--- config.mk ---
export PLATFORM = sky130hd
export DESIGN_NAME = seq_det_ctrl
export DESIGN_NICKNAME = d
export VERILOG_FILES = /design/src/rtl/seq_det_pkg.sv /design/src/rtl/seq_window_match.sv /design/src/rtl/seq_det_ctrl.sv
export SDC_FILE = /design/constraint.sdc
export NUM_CORES = 1
export LEC_CHECK = 0
export BUFFER_PORTS_ARGS = -buffer_cell sky130_fd_sc_hd__buf_2
export CAP_MARGIN = 30
export CELL_PAD_IN_SITES_DETAIL_PLACEMENT = 1
export CELL_PAD_IN_SITES_GLOBAL_PLACEMENT = 1
export CORE_MARGIN = 10
export CORE_UTILIZATION = 45
export CTS_CLUSTER_SIZE = 30
export DETAILED_ROUTE_END_ITERATION = 10
export HOLD_SLACK_MARGIN = 0.06
export PLACE_DENSITY_LB_ADDON = 0.1
export SYNTH_ARGS = -nofsm -noshare
export SYNTH_HDL_FRONTEND = slang
export SYNTH_SLANG_ARGS = --single-unit
--- constraint.sdc ---
create_clock -name clk -period 3.1 [get_ports clk]
set_input_delay 0.31 -clock clk [delete_from_list [all_inputs] [get_ports clk]]
set_output_delay 0.31 -clock clk [all_outputs]
set_load 0.03 [all_outputs]
--- src/rtl/seq_det_pkg.sv ---
// Shared types and constants for the serial pattern-detect controller.
// Provides the run-state enum, default sizing/pattern and the length clamp.
package seq_det_pkg;

    localparam int          MAX_LEN_DEF     = 12;
    localparam logic [11:0] DEF_PATTERN_DEF = 12'b111000000111;

    typedef enum logic [1:0] {
        ST_IDLE = 2'd0,
        ST_FILL = 2'd1,
        ST_HUNT = 2'd2,
        ST_DONE = 2'd3
    } state_e;

    // A pattern shorter than 2 bits is meaningless; longer than the window
    // cannot be held. Clamp into [2, max_len].
    function automatic int unsigned clamp_len(int unsigned len,
                                              int unsigned max_len);
        if (len < 2) begin
            return 2;
        end else if (len > max_len) begin
            return max_len;
        end
        return len;
    endfunction

endpackage

--- src/rtl/seq_window_match.sv ---
// Serial shift window, fill counter and masked pattern compare.
// Ports: clk, rst (async high), clr_i (restart), shift_i (accepted bit),
//   x_i (data), ovl_i (overlap), len_i, pattern_i; match_o and full_o are
//   combinational strobes describing the result of the current shift.
module seq_window_match
    import seq_det_pkg::*;
#(
    parameter  int MAX_LEN = MAX_LEN_DEF,
    localparam int LEN_W   = $clog2(MAX_LEN + 1)
) (
    input  logic               clk,
    input  logic               rst,
    input  logic               clr_i,
    input  logic               shift_i,
    input  logic               x_i,
    input  logic               ovl_i,
    input  logic [LEN_W-1:0]   len_i,
    input  logic [MAX_LEN-1:0] pattern_i,
    output logic               match_o,
    output logic               full_o
);

    // Only the newest MAX_LEN-1 bits are kept; together with the incoming
    // bit they form the full MAX_LEN window that is compared.
    logic [MAX_LEN-2:0] hist_q, hist_d;
    logic [LEN_W-1:0]   fill_q, fill_d;

    logic [MAX_LEN-1:0] win_nxt;
    logic [MAX_LEN-1:0] mask;
    logic [LEN_W-1:0]   fill_nxt;
    logic               hit;

    always_comb begin
        win_nxt = {hist_q, x_i};

        mask = '0;
        for (int i = 0; i < MAX_LEN; i++) begin
            mask[i] = (i < int'(len_i));
        end

        fill_nxt = (fill_q < len_i) ? fill_q + LEN_W'(1) : len_i;

        hit = (((win_nxt ^ pattern_i) & mask) == '0)
              && (fill_nxt == len_i);

        match_o = shift_i && hit;
        full_o  = shift_i && (fill_nxt == len_i);

        hist_d = hist_q;
        fill_d = fill_q;
        if (clr_i) begin
            hist_d = '0;
            fill_d = '0;
        end else if (shift_i) begin
            hist_d = win_nxt[MAX_LEN-2:0];
            // Non-overlapping mode: bits of a match are not reused.
            fill_d = (hit && !ovl_i) ? '0 : fill_nxt;
        end
    end

    always_ff @(posedge clk or posedge rst) begin
        if (rst) begin
            hist_q <= '0;
            fill_q <= '0;
        end else begin
            hist_q <= hist_d;
            fill_q <= fill_d;
        end
    end

endmodule

--- src/rtl/seq_det_ctrl.sv ---
// Runtime-configurable serial pattern-detect controller: config registers
// behind a valid/ready port, run FSM (IDLE/FILL/HUNT/DONE), match counter.
// Ports: clk, rst; cfg_valid_i/cfg_ready_o + cfg_pattern_i/len/ovl/target;
//   start_i, abort_i; x_valid_i, x_i; det_o, busy_o, done_o, match_cnt_o.
module seq_det_ctrl
    import seq_det_pkg::*;
#(
    parameter  int                 MAX_LEN     = MAX_LEN_DEF,
    parameter  int                 CNT_W       = 8,
    parameter  logic [MAX_LEN-1:0] DEF_PATTERN = MAX_LEN'(DEF_PATTERN_DEF),
    localparam int                 LEN_W       = $clog2(MAX_LEN + 1)
) (
    input  logic               clk,
    input  logic               rst,
    input  logic               cfg_valid_i,
    output logic               cfg_ready_o,
    input  logic [MAX_LEN-1:0] cfg_pattern_i,
    input  logic [LEN_W-1:0]   cfg_len_i,
    input  logic               cfg_ovl_i,
    input  logic [CNT_W-1:0]   cfg_target_i,
    input  logic               start_i,
    input  logic               abort_i,
    input  logic               x_valid_i,
    input  logic               x_i,
    output logic               det_o,
    output logic               busy_o,
    output logic               done_o,
    output logic [CNT_W-1:0]   match_cnt_o
);

    state_e             state_q, state_d;
    logic [MAX_LEN-1:0] pattern_q, pattern_d;
    logic [LEN_W-1:0]   len_q, len_d;
    logic               ovl_q, ovl_d;
    logic [CNT_W-1:0]   target_q, target_d;
    logic [CNT_W-1:0]   cnt_q, cnt_d;
    logic               det_q, det_d;
    logic               busy_q, busy_d;
    logic               done_q, done_d;

    logic             idle_like;
    logic             running;
    logic             start_go;
    logic             shift;
    logic             match;
    logic             full;
    logic [CNT_W-1:0] cnt_inc;

    seq_window_match #(
        .MAX_LEN (MAX_LEN)
    ) u_win (
        .clk       (clk),
        .rst       (rst),
        .clr_i     (start_go),
        .shift_i   (shift),
        .x_i       (x_i),
        .ovl_i     (ovl_q),
        .len_i     (len_q),
        .pattern_i (pattern_q),
        .match_o   (match),
        .full_o    (full)
    );

    always_comb begin
        idle_like = (state_q == ST_IDLE) || (state_q == ST_DONE);
        running   = (state_q == ST_FILL) || (state_q == ST_HUNT);
        start_go  = start_i && idle_like && !abort_i;
        // Abort suppresses the shift so a completing bit cannot pulse det_o.
        shift     = running && x_valid_i && !abort_i;
        cnt_inc   = (cnt_q == '1) ? cnt_q : cnt_q + CNT_W'(1);

        pattern_d = pattern_q;
        len_d     = len_q;
        ovl_d     = ovl_q;
        target_d  = target_q;
        if (cfg_valid_i && idle_like) begin
            pattern_d = cfg_pattern_i;
            len_d     = LEN_W'(clamp_len(32'(cfg_len_i), MAX_LEN));
            ovl_d     = cfg_ovl_i;
            target_d  = cfg_target_i;
        end

        state_d = state_q;
        cnt_d   = cnt_q;
        det_d   = 1'b0;
        if (abort_i) begin
            state_d = ST_IDLE;
        end else begin
            unique case (state_q)
                ST_IDLE, ST_DONE: begin
                    if (start_i) begin
                        state_d = ST_FILL;
                        cnt_d   = '0;
                    end
                end
                ST_FILL, ST_HUNT: begin
                    if (match) begin
                        det_d = 1'b1;
                        cnt_d = cnt_inc;
                        if ((target_q != '0) && (cnt_inc == target_q)) begin
                            state_d = ST_DONE;
                        end else if (!ovl_q) begin
                            state_d = ST_FILL;
                        end else begin
                            state_d = ST_HUNT;
                        end
                    end else if (full) begin
                        state_d = ST_HUNT;
                    end
                end
                default: state_d = ST_IDLE;
            endcase
        end

        busy_d = (state_d == ST_FILL) || (state_d == ST_HUNT);
        done_d = (state_d == ST_DONE);
    end

    always_ff @(posedge clk or posedge rst) begin
        if (rst) begin
            state_q   <= ST_IDLE;
            pattern_q <= DEF_PATTERN;
            len_q     <= LEN_W'(MAX_LEN);
            ovl_q     <= 1'b1;
            target_q  <= '0;
            cnt_q     <= '0;
            det_q     <= 1'b0;
            busy_q    <= 1'b0;
            done_q    <= 1'b0;
        end else begin
            state_q   <= state_d;
            pattern_q <= pattern_d;
            len_q     <= len_d;
            ovl_q     <= ovl_d;
            target_q  <= target_d;
            cnt_q     <= cnt_d;
            det_q     <= det_d;
            busy_q    <= busy_d;
            done_q    <= done_d;
        end
    end

    assign cfg_ready_o = (state_q == ST_IDLE) || (state_q == ST_DONE);
    assign det_o       = det_q;
    assign busy_o      = busy_q;
    assign done_o      = done_q;
    assign match_cnt_o = cnt_q;

endmodule

==> parameters.txt, run 1 <==
Parameter                              Value

Run status
  Run status ... complete, no violations

Floorplanning
  Total I/O pin count ... 44
  Placeable core area ... 6422 µm²
  Starting density of the core ... 47.05%
  Die W ... 101.9 µm
  Die Height ... 101.9 µm
  Cell Rows ... 29
  Total die area ... 10390 µm²

Place
  HPWL Detailed ... 5768 µm
  Port Buffer Count ... 43
  Area after DPL ... 3313 µm²
  GP Congestion ... 0.8242

STA
  Post-layout minimum cycle time ... 2899 ps
  Share of the clock period used by the worst path ... 93.53%
  Slew @ Worst Pin ... 780.0 ps
  Max Clk Rate ... 344.9 MHz
  Final max-slew violation count ... 0
  Aggregate negative setup slack ... 0 ps
  Clock skew ... 10.74 ps
  Final hold violations ... 0
  Endpoints failing setup ... 0
  RSZ-0062 raised after global routing ... no
  Headroom to the max-slew limit ... 47.92%

Layout
  Final layout net count ... 371
  Total inserted antenna cells ... 0
  Filler instances ... 749
  Share of cells above drive strength 1 ... 30.54%
  Post-route design area ... 3447 µm²
  Synth-to-layout area growth ... 14.08%

Worst setup path
  Worst EP required ... 3290 ps
  Reg2reg path depth ... 9
  Critical path startpoint category ... register
  Critical path capture point type ... register
  Worst Path Class, Setup ... register to register
  Worst-path fanout max ... 8
  Arrival time of the worst setup path ... 3090 ps

Global routing
  Antenna violations before repair ... 0
  Total gr overflow ... 0
  Global Route met2 Usage ... 23.51%
  First-pass GRT wire length ... 12950 µm
  Met1 capacity usage during global routing ... 21.41%
  Gr usage total ... 15.35%
  Maximum number of pins on one net before global-route repair ... 35
  Most heavily used metal layer in global routing ... met2
  Via count of the first global-routing pass ... 2552
  GR Layer Usage met3 ... 3.711%

Clock tree
  Skew-Pair Late Insertion Delay ... 310 ps
  Clock tree root buffer cell ... sky130_fd_sc_hd__clkbuf_8
  Maximum count of clock buffers along a single path ... 2
  Number of clock buffers inserted by TritonCTS ... 5
  Clk sink count ... 53
  Hold-fix buffers at CTS ... 0
  Total of cells resized after clock tree synthesis ... 0
  Count of H-tree levels built during CTS ... 2
  Register clock-pin slew on the reported worst setup and hold paths ... 100 ps
  CTS tree ... built
  Post-CTS Setup Repair Bufs ... 0

Routing
  Final routed wirelength across all metal layers ... 7681 µm
  Drt first-iter violations ... 126
  Final routed DRC violation total ... 0
  Avg Vias per Cell ... 5.830
  Overall via count from detail_route ... 2396
  Number of iterations in the first detailed-routing pass ... 6
  Post-DR wirelength/cell ... 18.69 µm
  Final ANT Viol Nets ... 0

Synthesis
  Synth top area cells ... sky130_fd_sc_hd__dfrtp_1 36%, sky130_fd_sc_hd__mux2_2 8.9%, sky130_fd_sc_hd__dfstp_2 7.8%, sky130_fd_sc_hd__xnor2_1 4.3%, sky130_fd_sc_hd__a22o_1 3.8%
  Most frequent cell after synthesis ... sky130_fd_sc_hd__dfrtp_1
  Post-synthesis average cell area ... 10.49 µm²
  Commonest register cell after synthesis ... sky130_fd_sc_hd__dfrtp_1
  Net count after synthesis ... 326
  Number of distinct library cells after synthesis ... 58
  Library cell occupying the most area in the post-synthesis netlist ... sky130_fd_sc_hd__dfrtp_1
  Top post-synthesis cells by count ... 44 x sky130_fd_sc_hd__dfrtp_1, 25 x sky130_fd_sc_hd__nand2_1, 24 x sky130_fd_sc_hd__mux2_2
  Post-Syn Instances ... 288
  Register bit count reported by yosys ... 53
  Synth Warn # ... 0
  Async set-or-reset flop fraction in the synthesized netlist ... 100.0%
  Proportion of netlist area held by the largest area contributor ... 36.44%
  Synthesized cell area ... 3022 µm²
  Number of flops mapped to enable cells by yosys ... 0
  Sequential element share of the synthesized area ... 44.27%

Power and ir drop
  LEAKAGE ... 1.577 nW
  Power per standard cell area ... 781.5 nW/µm²
  Peak VDD IR ... 425.6 µV

Min path
  Min-delay worst type ... input port to asynchronous set/reset pin

Run
  Maxcap violations ... 0
==> placed cells by master (no fill, tap or decap), types with 3 or more instances in the layout <==
cell,synthesis,final
sky130_fd_sc_hd__nor3_1,8,8
sky130_fd_sc_hd__xor2_1,10,10
sky130_fd_sc_hd__mux2i_1,3,3
sky130_fd_sc_hd__a21oi_1,13,13
sky130_fd_sc_hd__xnor2_1,15,15
sky130_fd_sc_hd__mux2_2,24,24
sky130_fd_sc_hd__a31oi_1,6,6
sky130_fd_sc_hd__clkbuf_8,0,5
sky130_fd_sc_hd__nand3_1,9,9
sky130_fd_sc_hd__buf_2,4,43
sky130_fd_sc_hd__and2_1,3,3
sky130_fd_sc_hd__nor2_1,14,14
sky130_fd_sc_hd__o211ai_1,3,3
sky130_fd_sc_hd__ha_1,6,6
sky130_fd_sc_hd__nand4_1,4,4
sky130_fd_sc_hd__dfrtp_1,44,44
sky130_fd_sc_hd__o21ai_0,12,12
sky130_fd_sc_hd__inv_1,7,6
sky130_fd_sc_hd__nor2b_1,5,5
sky130_fd_sc_hd__a22o_1,13,13
sky130_fd_sc_hd__buf_4,4,7
sky130_fd_sc_hd__dfstp_2,9,9
sky130_fd_sc_hd__nand2_1,25,25
sky130_fd_sc_hd__and3_1,3,3
==> final cells by class <==
class                      instances  area [µm²]  area share (%)
tap                               77       96.34           2.795
clock buffer                       5       68.82           1.996
clock inverter                     3       65.06           1.887
multi-input combinational        215        1582           45.88
timing repair buffer              50       267.8           7.768
sequential                        53        1338           38.80
inverter                           8       30.03          0.8711
==> worst paths after layout <==
kind | endpoint | start | slack [ps]
hold reg to reg | pattern_q[6] | pattern_q[6] | 540
setup / recovery | busy_o | match_cnt_o[0] | 200
min in group clk | pattern_q[3] | cfg_pattern_i[3] | 230
hold / removal | u_win.hist_q[1] | rst | 140
setup reg to reg | busy_o | match_cnt_o[0] | 200
max in group asynchronous | pattern_q[1] | rst | 2240
==> flip-flops by register name (all words and copies together), names as in the netlist <==
signal        count
u_win.fill_q      4
match_cnt_o       8
u_win.hist_q     11
target_q          8
pattern_q        12
busy_o            1
state_q           2
len_q             4
det_o             1
done_o            1
ovl_q             1
==> logic make-up (layout without fill, tap and decap cells) <==
group                    after synthesis  in the layout  share of synthesized area, %
AO/OA/AOI/OAI                         69             69                         16.89
XOR/XNOR                              26             26                         7.992
adder cells (fa/ha/maj)                6              6                         2.484
buffers and inverters                 20             66                         3.395
flip-flops                            53             53                         44.27
multiplexers                          28             28                         10.43
AND/OR/NAND/NOR                       86             86                         14.54
==> worst max-delay path: stages (launching register included) <==
cell and delay, ps:
sky130_fd_sc_hd__dfrtp_1 470, sky130_fd_sc_hd__ha_1 320, sky130_fd_sc_hd__and4_1 260, sky130_fd_sc_hd__nand2_1 200, sky130_fd_sc_hd__mux2i_1 250, sky130_fd_sc_hd__mux2i_1 90, sky130_fd_sc_hd__nor3_1 270, sky130_fd_sc_hd__nand4_1 190
sky130_fd_sc_hd__a311oi_1 440, sky130_fd_sc_hd__ha_1 310
==> stage by stage <==
stage                     utilization, %  hold WS [ps]  total power [mW]  instances  setup slack (ps)
after floorplan                        -         390.9             1.897        288             572.0
after global placement             51.59         482.7             2.116        403             435.0
after detailed placement           51.59         502.0             2.157        403             282.3
after CTS                          53.67         159.5             2.717        411             230.2
after global routing               53.67         180.2             2.892        411             44.51
final                              53.67         137.0             2.694        411             200.6
==> metal layers <==
layer | up-vias | wire, µm | share of wire, %
met4 | 0 | 65 | 0.85
met5 | - | 0 | 0
met1 | 1197 | 3761 | 49
li1 | 1141 | - | -
met2 | 53 | 3449 | 45
met3 | 5 | 404 | 5.3
==> power by group <==
part | internal, mW | switching [mW] | leakage [nW] | total, mW
Sequential | 0.901 | 0.221 | 0.668 | 1.12
Clock | 0.321 | 0.224 | 0.0681 | 0.545
Combinational | 0.484 | 0.542 | 0.841 | 1.03
Total | 1.71 | 0.988 | 1.58 | 2.69
Note: power is estimated with default switching activity, not from simulation.
==> inputs of run 2 (changes only) <==
--- a/config.mk
+++ b/config.mk
@@ -6,7 +6,7 @@
 export NUM_CORES = 1
 export LEC_CHECK = 0
 export BUFFER_PORTS_ARGS = -buffer_cell sky130_fd_sc_hd__buf_2
-export CAP_MARGIN = 30
+export CAP_MARGIN = 20
 export CELL_PAD_IN_SITES_DETAIL_PLACEMENT = 1
 export CELL_PAD_IN_SITES_GLOBAL_PLACEMENT = 1
 export CORE_MARGIN = 10
@@ -15,6 +15,7 @@
 export DETAILED_ROUTE_END_ITERATION = 10
 export HOLD_SLACK_MARGIN = 0.06
 export PLACE_DENSITY_LB_ADDON = 0.1
+export SETUP_SLACK_MARGIN = 0.4
 export SYNTH_ARGS = -nofsm -noshare
 export SYNTH_HDL_FRONTEND = slang
 export SYNTH_SLANG_ARGS = --single-unit
==> run 2 against run 1 <==
Compared with the run above:
- sequential share of layout area shrank 0.36 points
- wire length shrank 1.3%
- clock skew shrank 1.8 ps
- setup slack gained 290 ps
- sequential power is essentially flat
- fmax grew 11%
- non-clock buffer count grew 2
- critical endpoint unchanged
- critical path type unchanged
==> parameters.txt, run 2 (synthesized netlist as in run 1, its figures left out) <==
Parameter                              Value

Run
  Maxcap violations ... 0

Worst setup path
  Critical-path top delay cell ... sky130_fd_sc_hd__dfrtp_2
  Critical path capture point type ... register
  Worst EP required ... 3290 ps
  Sequence of cells on the critical path ... ha_2 > and4_1 > nand2_2 > mux2i_1 > mux2i_1 > nor3_2 > nand4_1 > a311oi_2 > ha_1
  Arrival time of the worst setup path ... 2800 ps
  Delay contributed by the slowest stage of the critical path ... 470 ps
  Critical path startpoint category ... register
  Family of cells with the greatest summed delay on the critical path ... simple AND/OR/NAND/NOR gates
  Worst-path fanout max ... 8
  Bufs and invs on worst path ... 0
  Cell mode on critical path ... sky130_fd_sc_hd__mux2i_1
  Worst Path Class, Setup ... register to register

Routing
  Final ANT Viol Nets ... 0
  Final routed DRC violation total ... 0
  Overall via count from detail_route ... 2377
  Drt first-iter violations ... 136
  Post-DR wirelength/cell ... 18.35 µm
  Final routed wirelength across all metal layers ... 7578 µm
  Avg Vias per Cell ... 5.755
  Number of iterations in the first detailed-routing pass ... 4

STA
  Aggregate negative setup slack ... 0 ps
  Final max-slew violation count ... 0
  Endpoints failing setup ... 0
  Slew @ Worst Pin ... 786.1 ps
  Max Clk Rate ... 383.2 MHz
  Clock skew ... 8.978 ps
  RSZ-0062 raised after global routing ... yes
  Headroom to the max-slew limit ... 47.52%
  Final hold violations ... 0
  Share of the clock period used by the worst path ... 84.17%
  Post-layout minimum cycle time ... 2609 ps
  Final hold slack ... 141.2 ps

Global routing
  Global Route met2 Usage ... 23.71%
  Total gr overflow ... 0
  Antenna violations before repair ... 0
  Via count of the first global-routing pass ... 2563
  Gr usage total ... 15.41%
  GR Layer Usage met3 ... 3.711%
  Met1 capacity usage during global routing ... 21.40%
  Most heavily used metal layer in global routing ... met2
  First-pass GRT wire length ... 13000 µm
  Maximum number of pins on one net before global-route repair ... 35

Run status
  Run status ... complete, no violations

Power and ir drop
  LEAKAGE ... 1.585 nW
  Power per standard cell area ... 777.2 nW/µm²
  Peak VDD IR ... 423.7 µV

Clock tree
  Clk sink count ... 53
  CTS tree ... built
  Hold-fix buffers at CTS ... 0
  Number of clock buffers inserted by TritonCTS ... 5
  Maximum count of clock buffers along a single path ... 2
  Count of H-tree levels built during CTS ... 2
  Register clock-pin slew on the reported worst setup and hold paths ... 100 ps
  Clock tree root buffer cell ... sky130_fd_sc_hd__clkbuf_8
  Skew-Pair Late Insertion Delay ... 310 ps

Floorplanning
  Starting density of the core ... 47.05%
  Total I/O pin count ... 44
  Cell Rows ... 29
  Die Height ... 101.9 µm
  Placeable core area ... 6422 µm²
  Die W ... 101.9 µm
  Total die area ... 10390 µm²

Place
  Port Buffer Count ... 43
  HPWL Detailed ... 5768 µm
  GP Congestion ... 0.8242
  Area after DPL ... 3313 µm²

Layout
  Register bank with the most flops ... pattern_q
  Number of flip-flops under the largest register name ... 12
  Most frequent cells in the layout ... 43 x sky130_fd_sc_hd__buf_2, 42 x sky130_fd_sc_hd__dfrtp_1, 24 x sky130_fd_sc_hd__nand2_1, 24 x sky130_fd_sc_hd__mux2_2, 15 x sky130_fd_sc_hd__xnor2_1
  Share of cells above drive strength 1 ... 32.74%
  Final layout net count ... 373
  Synth-to-layout area growth ... 15.36%
  Post-route design area ... 3486 µm²
  Largest registers ... pattern_q (12), u_win.hist_q (11)
  Final core area utilization ... 54.28%
  Total inserted antenna cells ... 0
  Most frequent standard cell in the layout excluding fill and tap cells ... sky130_fd_sc_hd__buf_2

Min path
  Min-delay worst type ... input port to asynchronous set/reset pin
[run 2: cell count changes in the layout (fill, tap and decap cells not counted)]
cell	change
sky130_fd_sc_hd__a311oi_2	+1
sky130_fd_sc_hd__dfrtp_2	+2
sky130_fd_sc_hd__ha_2	+1
sky130_fd_sc_hd__nor2_4	+1
sky130_fd_sc_hd__nor3_2	+1
sky130_fd_sc_hd__nor2_2	-1
sky130_fd_sc_hd__ha_1	-1
sky130_fd_sc_hd__buf_4	+2
sky130_fd_sc_hd__nor3_1	-1
sky130_fd_sc_hd__dfrtp_1	-2
sky130_fd_sc_hd__nand2_2	+1
sky130_fd_sc_hd__nand2_1	-1
sky130_fd_sc_hd__a311oi_1	-1
[run 2: metal layers]
metal	up-vias	wire length, µm
li1	1144	-
met1	1182	3772
met2	46	3408
met3	5	332
met4	0	65
met5	-	0
[run 2: path summary, 6_finish.rpt]
kind	start	to	depth (start not counted)	slack (ps)
min in group clk	cfg_pattern_i[3]	pattern_q[3]	2	230
worst min-delay path	rst	u_win.hist_q[1]	2	140
worst max-delay path	match_cnt_o[0]	busy_o	9	490
worst min register to register	pattern_q[6]	pattern_q[6]	1	540
worst max register to register	match_cnt_o[0]	busy_o	9	490
max in group asynchronous	rst	pattern_q[1]	3	2240
[run 2: cell type report]
type	instances	area [µm²]
clock buffer	5	68.82
multi-input combinational	215	1603
fill	740	2937
tap	77	96.34
timing repair buffer	52	282.8
clock inverter	3	65.06
inverter	8	30.03
sequential	53	1340
[run 2: what timing repair did]
action	CTS	global route
endpoints found under the hold margin	0	0
buffers inserted	1	1
setup endpoints to repair	2	3
gates resized for setup	3	4
pin swaps	1	2
[run 2: stage by stage]
| stage | total power [mW] | cells | worst slack, ps |
|---|---|---|---|
| 6_report | 2.709 | 413 | 490.7 |
| 3_3_place_gp | 2.116 | 403 | 435.0 |
| 5_1_grt | 2.916 | 413 | 352.1 |
| 4_1_cts | 2.725 | 412 | 451.0 |
| 2_1_floorplan | 1.897 | 288 | 572.0 |
| 3_5_place_dp | 2.157 | 403 | 282.3 |
[run 2: power by group]
part | leakage, nW | switching, mW | total [mW] | internal (mW)
registers | 0.665 | 0.220 | 1.12 | 0.903
logic | 0.852 | 0.548 | 1.04 | 0.494
clock network | 0.0681 | 0.224 | 0.545 | 0.321
total | 1.58 | 0.992 | 2.71 | 1.72
